<file path="config.mk">
export PLATFORM = sky130hd
export DESIGN_NAME = pc_branch_seq
export DESIGN_NICKNAME = d
export VERILOG_FILES = /design/src/rtl/picomips_pkg.sv /design/src/rtl/pc_branch_seq_sw_debounce.sv /design/src/rtl/pc_branch_seq.sv
export SDC_FILE = /design/constraint.sdc
export NUM_CORES = 1
export LEC_CHECK = 0
export ABC_AREA = 1
export CORE_UTILIZATION = 40
export DETAILED_ROUTE_END_ITERATION = 12
export PLACE_DENSITY = 0.71
export SYNTH_ARGS = -nofsm -noshare
export SYNTH_HDL_FRONTEND = slang
export SYNTH_HIERARCHICAL = 1
export SYNTH_SLANG_ARGS = --single-unit
</file>
<file path="constraint.sdc">
create_clock -name clk -period 2 [get_ports clk]
set_input_delay 0.3 -clock clk [delete_from_list [all_inputs] [get_ports clk]]
set_output_delay 0.3 -clock clk [all_outputs]
set_load 0.03 [all_outputs]
</file>
<file path="src/rtl/picomips_pkg.sv">
// Shared picoMIPS instruction encoding: opcodes and field positions.
package picomips_pkg;

  typedef enum logic [1:0] {
    OP_ADD  = 2'b00,
    OP_ADDI = 2'b01,
    OP_MULI = 2'b10,
    OP_B    = 2'b11
  } opcode_t;

  localparam int OPC_HI   = 13;
  localparam int OPC_LO   = 12;
  localparam int IMM_HI   = 7;
  localparam int COND_BIT = 7;

  // True when the opcode field selects the conditional branch
  function automatic logic is_branch(input logic [1:0] opc);
    return opcode_t'(opc) == OP_B;
  endfunction

endpackage

</file>
<file path="src/rtl/pc_branch_seq_sw_debounce.sv">
// Switch synchroniser and debouncer: sw_go is asynchronous to clk, so it is
// first passed through a flop chain, then must hold a new level for
// DB_CYCLES consecutive clocks before the debounced level follows it.
module sw_debounce #(
  parameter int SYNC_STAGES = 2,
  parameter int DB_CYCLES   = 4
) (
  input  logic clk,
  input  logic reset,
  input  logic sw_go,
  output logic sw_db
);

  localparam int CW = (DB_CYCLES > 1) ? $clog2(DB_CYCLES) : 1;
  localparam logic [CW-1:0] CNT_LAST = CW'(DB_CYCLES - 1);

  logic [SYNC_STAGES-1:0] r_sync;
  logic [CW-1:0]          r_cnt;
  logic                   r_db;
  logic                   w_s;

  assign w_s   = r_sync[SYNC_STAGES-1];
  assign sw_db = r_db;

  // Synchroniser chain, shifts every clock regardless of PC enable
  always_ff @(posedge clk) begin
    if (reset) r_sync <= '0;
    else       r_sync <= {r_sync[SYNC_STAGES-2:0], sw_go};
  end

  // Count consecutive disagreeing samples; any agreeing sample drops the run
  always_ff @(posedge clk) begin
    if (reset) begin
      r_cnt <= '0;
      r_db  <= 1'b0;
    end else if (w_s == r_db) begin
      r_cnt <= '0;
    end else if (r_cnt == CNT_LAST) begin
      r_cnt <= '0;
      r_db  <= w_s;
    end else begin
      r_cnt <= r_cnt + 1'b1;
    end
  end

endmodule

</file>
<file path="src/rtl/pc_branch_seq.sv">
// picoMIPS program counter and branch sequencer. Drives the program ROM
// address; a B instruction jumps to its immediate target when the debounced
// switch matches the instruction's condition bit, otherwise the PC increments.
module pc_branch_seq
  import picomips_pkg::*;
#(
  parameter int Psize       = 5,
  parameter int Isize       = 14,
  parameter int SYNC_STAGES = 2,
  parameter int DB_CYCLES   = 4
) (
  input  logic             clk,
  input  logic             reset,
  input  logic [Isize-1:0] I,
  input  logic             sw_go,
  input  logic             en,
  output logic [Psize-1:0] address,
  output logic             branch_taken,
  output logic             spin,
  output logic             sw_db
);

  logic             w_is_b;
  logic             w_cond;
  logic [Psize-1:0] w_target;
  logic [Psize-1:0] w_next_pc;
  logic [Psize-1:0] r_pc;
  logic             w_unused;

  // rd/rs fields and high immediate bits play no part in sequencing
  assign w_unused = &{1'b0, I};

  sw_debounce #(
    .SYNC_STAGES(SYNC_STAGES),
    .DB_CYCLES  (DB_CYCLES)
  ) u_db (
    .clk  (clk),
    .reset(reset),
    .sw_go(sw_go),
    .sw_db(sw_db)
  );

  assign w_is_b       = is_branch(I[OPC_HI:OPC_LO]);
  assign w_cond       = I[COND_BIT];
  assign w_target     = I[Psize-1:0];
  assign branch_taken = w_is_b && (sw_db == w_cond);
  assign spin         = branch_taken && (w_target == r_pc);
  assign address      = r_pc;

  // Next-PC select: hold when disabled, jump on taken branch, else wrap-increment
  always_comb begin
    w_next_pc = r_pc;
    if (en) begin
      if (branch_taken) w_next_pc = w_target;
      else              w_next_pc = r_pc + 1'b1;
    end
  end

  // PC register
  always_ff @(posedge clk) begin
    if (reset) r_pc <= '0;
    else       r_pc <= w_next_pc;
  end

endmodule

</file>
# Yosys cells after proc, flatten, opt, wreduce, memory -nomap -nowiden
# Cells that the tools add are included.
# Widths: inputs -> output; s select.
# word_totals
register_bits	10
inputBits	18
out_inout_bits	8
# classes
n_addsub	2
n_reduce_logical	4
n_bitwise	1
muxes	1
eq_ne	5
# ops
cell	count
$add 5x1->5 const B	1
$eq 5x5->1	1
$mux 5	1
$eq 2x2->1 const B	2
$reduce_or 3->1	1
$add 2x1->2 const B	1
$eq 1x1->1	2
$logic_and 1x1->1	2
$reduce_and 2->1	1
$not 1->1	1

# Logic depth before layout (Yosys ltp)
# depth
depth_word	3
ltp_mapped	8

# By module
# The synthesis kept the hierarchy.
# modules_own_cells
mod	area_per_inst_um2	cells_per_inst	instances	seq_area_each_um2
pc_branch_seq	454.2	76	1	100.1
sw_debounce	186.4	23	1	100.1

# Worst setup path before layout
# No wires, ideal clock.
# synth_path
path_kind	reg-to-output
startpoint	reg u_db.r_db (netlist: u_db/sw_db)
endpoint	out spin
required_time_ns	1.700
path_buffers	0
arrival_time_ns	1.494
stages_incl_launch_ff	7
slack_ns	0.206
path_cell_list	dfxtp_1 inv_1 nand2_2 nand3_4 inv_4 nand4_1 nor2_1
# synth_via
elab_chain_len	3
# synth_rtl
element	line_no	source
from (decl)	pc_branch_seq_sw_debounce.sv:19	logic r_db;
from (signal assigned)	pc_branch_seq_sw_debounce.sv:40	r_db <= w_s;
$eq 1x1->1	pc_branch_seq.sv:46	assign branch_taken = w_is_b && (sw_db == w_cond);
$logic_and 1x1->1	pc_branch_seq.sv:46	
net branch_taken	pc_branch_seq.sv:18	output logic branch_taken,
$logic_and 1x1->1	pc_branch_seq.sv:47	assign spin = branch_taken && (w_target == r_pc);
to (decl)	pc_branch_seq.sv:19	output logic spin,
# The timed path passes the listed nets, and every way through them passes these cells.

# Final worst setup path
# layout_path
startpoint	in I[7]
endpoint	out spin
# layout_via
elab_chain_len	3
# layout_rtl
element	line_no	source
from (decl)	pc_branch_seq.sv:14	input logic [Isize-1:0] I,
$eq 1x1->1	pc_branch_seq.sv:46	
$logic_and 1x1->1	pc_branch_seq.sv:46	
$logic_and 1x1->1	pc_branch_seq.sv:47	
# Every way passes these cells.

==> reports/results.ini <==
[power]
seqPwrFrac_pct=47.6
p_per_area_nw_per_um2=536.0
power_uw=458.7
p_sw_uw=128.2
power.internal_uw=330.5
comb_power_share_pct=23.8
sw_frac_of_total_pct=27.94
leakage_uw=0.0004072
power_frac_clock_pct=28.5
ir_drop_mv=0.3584

[clock_network]
clock-sinks=10
ctsHoldBuffers=0
cts_resized=0
htreeDepth=1
cts_setup_buffers=0
clock_latency_ns=0.26
cts-root-buf=clkbuf_4
cts_tree=yes
cts_buffer_depth=2
clkTransAtPathRegs_ns=0.06
cts_inserted_buffers=3

[sta]
fin_tns_setup_ns=0
slew_headroom_pct=77.94
fin_skew_ns=0.0005440
hold_ws_ns=0.4069
slew_viol_final=0
fin_crit_ns=1.785
finalSetupViolations=0
post-route-period-util_pct=89.27
hold_viol_final=0
rsz0062_at_grt=no
fmax_ghz=0.5601
worstMarginPinSlew_ns=0.3299

[route]
drt_iter0_drc=10
drtPass1Iterations=4
routed_wl_mm=1.339
ant_nets=0
wl_per_cell_um=9.774
drc=0
via_per_inst=4.555
vias=624

[finish]
fin_nets=143
layout_commonest_cell=nand2_1
areaGrowthSynthToFinish_pct=33.59
postLayoutCellArea_um2=855.8
final_cell_mix=nand2_1, inv_1, clkdlybuf4s50_1, nor2_1, dfxtp_1
diodes=0
fill_cells=151
drive_above_1_share_pct=10.74

[place]
gp_congestion=0.7997
place_hpwl_mm=1.057
dpl_cell_area_um2=833.3
io_buffers=19

[yosys]
ys_types=18
syn_inst=99
ys_seq_area_share_pct=31.25
synth_warnings=6
syn_avg_cell_area_um2=6.471
synthesis.nets=119
syn_area_um2=640.6
synth_seq_cells=10

[critical_path]
slowest_delay_ns=0.49
slowest_stage=clkdlybuf4s50_1
path_cells=clkdlybuf4s50_1 -> inv_1 -> nand2_2 -> nand3_4 -> inv_4 -> nand4_1 -> nor2_1 -> buf_4
required_ns=1.70
worstSetupPathType=input port to output port
cp.arrival_ns=1.49
worstSetupStartpointType=input port
crit_fanout=7
endpoint_kind=output port

[die]
start_util_pct=42.52
io_pins=26
die_width_um=42.02
core.rowCount=14
die_area_um2=1766
core_um2=1506
die-height_um=42.02

[global_route]
grt_antenna_before_repair=0
grtUsageTotal_pct=17.43
grt-ovfl-total=0
grt_pass1_wl_mm=2.325
grt_max_degree=10
grt_pass1_vias=563

[status]
outcome=finished clean

[min_path]
hold_class=flop to flop

[run]
drv_cap=0

==> layout make-up <==
class	instances	area [µm²]	area share [%]
inverters	22	85.08	9.942
clock buffers	3	22.52	2.632
flip-flops and latches	10	200.2	23.39
well taps	16	20.02	2.339
repair buffers	20	192.7	22.51
multi-input cells	66	335.3	39.18
==> synthesized netlist by cell type (all sizes together) <==
| cell type | number | share of area [%] |
|---|---|---|
| ha | 2 | 3.9 |
| buf | 1 | 3.1 |
| xnor2 | 3 | 4.1 |
| dfxtp | 10 | 31 |
| nor3 | 1 | 0.78 |
| nand2 | 27 | 17 |
| inv | 22 | 13 |
| nand3 | 9 | 9.8 |
| o21ai | 1 | 0.78 |
| nor2 | 15 | 9.2 |
| a21oi | 3 | 2.3 |
| nand4 | 5 | 4.9 |
==> state kept, by name, indices dropped and copies added, names as in the netlist <==
signal	flops
address	5
u_db/r_sync	2
u_db/r_cnt	2
u_db/sw_db	1
==> through the flow <==
step	cells	util (%)	setup WS [ns]
after floorplan	99	-	0.2060
after global placement	134	55.32	0.2276
after detailed placement	134	55.32	0.2151
after CTS	137	56.81	0.2116
after global routing	137	56.81	0.07293
final	137	56.81	0.2147
==> layer usage <==
metal / up-vias / share of wire (%) / track usage, %
met5: - / 0 / 0
met4: 0 / 0.90 / 11.25
met3: 2 / 4.6 / 4.310
met2: 14 / 51 / 30.63
met1: 259 / 44 / 18.33
li1: 349 / - / -
==> cell families after synthesis <==
group           count (synthesis)  synth area share (%)
compound gates                  4                 3.124
xor+xnor                        3                 4.102
fa+ha+maj                       2                 3.906
buf+inv                        23                 16.41
flops                          10                 31.25
simple gates                   57                 41.21
==> worst paths after layout <==
kind / start / to / slack [ns] / depth (start not counted)
worst max register to register: address[1]$_SDFFE_PP0P_ / address[2]$_SDFFE_PP0P_ / 0.75 / 6
worst min-delay path: u_db/r_sync[0]$_SDFF_PP0_ / u_db/r_sync[1]$_SDFF_PP0_ / 0.41 / 2
worst min register to register: u_db/r_sync[0]$_SDFF_PP0_ / u_db/r_sync[1]$_SDFF_PP0_ / 0.41 / 2
worst max-delay path: I[7] / spin / 0.21 / 8
==> worst max-delay path, delay by kind of cell <==
| kind | cells | cell delay, ns |
|---|---|---|
| simple gates | 4 | 0.38 |
| buf+inv | 4 | 0.80 |
==> power by group through the flow <==
| stage | Sequential [µW] | Clock [µW] | Combinational [µW] |
|---|---|---|---|
| after floorplan | 234 | 0 | 52.6 |
| after global placement | 223 | 0 | 107 |
| after detailed placement | 223 | 0 | 110 |
| after CTS | 219 | 140 | 110 |
| after global routing | 220 | 147 | 120 |
| final | 219 | 131 | 109 |
No activity file was read; power rests on OpenSTA's default activity.
==> patch: new RTL, same settings <==
`Psize`: 5 -> 4.
--- a/src/rtl/pc_branch_seq.sv
+++ b/src/rtl/pc_branch_seq.sv
@@ -4,7 +4,7 @@
 module pc_branch_seq
   import picomips_pkg::*;
 #(
-  parameter int Psize       = 5,
+  parameter int Psize       = 4,
   parameter int Isize       = 14,
   parameter int SYNC_STAGES = 2,
   parameter int DB_CYCLES   = 4
Ports: changed (resized address); port bits go from 26 to 25. No check against the original RTL was run, so the function may have changed too.
==> patch against the unedited design <==
  * Wire length fell by 23%
  * Synthesized area fell by 13%
  * Power fell by 4.6%
  * Synthesized cell count fell by 22%
  * Cell area fell by 11%
  * Worst setup slack got worse by 0.024 ns
  * Sequential cell count fell by 1
  * Core utilization rose by 1.9 points
  * Critical path type unchanged
  * Largest cell class unchanged
==> patch: results (changes against the unedited design) <==
met2 Resource Use GR=28.7% (-1.9 points); dpl ws=0.179 ns (-0.0357 ns); Reg2Reg Depth=7 (+1); skew final=0.00327 ns (+0.00273 ns); adder-cell share of the synthesized area=4.51% (+0.61 points); outcome=finished clean; Compound-Gate Fraction of Synth Area=3.39% (+0.26 points); fillers=133 (-12%); Arrival @ worst endpoint=1.51 ns (+0.02 ns); share of cells above drive strength 1=18.4% (+7.6 points); Final period util=90.5% (+1.2 points); largest net degree at the start of global routing=9 (-1); Nets=119 (-17%); syn_nets=97 (-18%); DP Wirelength=826 um (-22%); synth cell count leaders=17 x nand2_1, 14 x inv_1, 9 x dfxtp_1, 8 x nor2_1, 5 x nand3_1; Cell variety after synth=20 (+2); drt total wl=1030 um (-23%); Worst VDD drop=0.000315 V (-12%); Iter 0 DRT Violations=5 (-5); drt pass-1 iters=3 (-1); met3 wire length=42 um (-32%); vias in the first global route=452 (-20%); Seq/Total Area, Yosys=32.5% (+1.3 points); RR Startpoint=u_db/sw_db; first-pass GRT wire length=1710 um (-26%); GRT Util Overall=17.4% (about the same)
## patch: changes by cell type after synthesis, sizes merged, moves of 2 or more
cell / before / now
inv: 22 / 16
nand2: 27 / 21
nand3: 9 / 7
nand4: 5 / 3
nor2: 15 / 10
xor2: 0 / 2
## patch: final cells by class
class	count	share of cell area [%]
timing repair buffer	17	21.6
inverter	16	7.86
multi-input combinational	52	41.1
tap	15	2.45
clock buffer	4	3.44
sequential	9	23.6
## patch: how the worst min path moves through the flow
stage / start / to / slack (ns) / depth (start not counted)
after floorplan: reset / address[2] / 0.36 / 1
after global placement: u_db/r_sync[0] / u_db/r_sync[1] / 0.39 / 2
after detailed placement: u_db/r_sync[0] / u_db/r_sync[1] / 0.40 / 2
after CTS: u_db/r_sync[0] / u_db/r_sync[1] / 0.41 / 2
after global routing: u_db/r_sync[0] / u_db/r_sync[1] / 0.42 / 2
final: u_db/r_sync[0] / u_db/r_sync[1] / 0.41 / 2
## patch: report_power, final
part | switching [mW] | leakage (nW) | internal (mW)
clock | 0.0650 | 0.0150 | 0.0770
sequential | 0.0106 | 0.0737 | 0.187
combinational | 0.0502 | 0.271 | 0.0476
## patch: worst max-delay path: stages
cell and delay (ns):
clkdlybuf4s50_1 0.49, inv_1 0.06, nand2_2 0.10, nand2_4 0.07
nor2_8 0.11, nand4_2 0.10, nor3_2 0.11, buf_4 0.17
## patch: through the flow
step	hold WS [ns]	utilization, %	total power [mW]	instance area (um2)	cells
2_1_floorplan	0.362	-	0.256	554	77
3_3_place_gp	0.390	56.7	0.298	738	109
4_1_cts	0.406	58.8	0.444	764	113
3_5_place_dp	0.395	56.7	0.301	738	109
6_report	0.406	58.8	0.438	764	113
5_1_grt	0.424	58.8	0.460	764	113
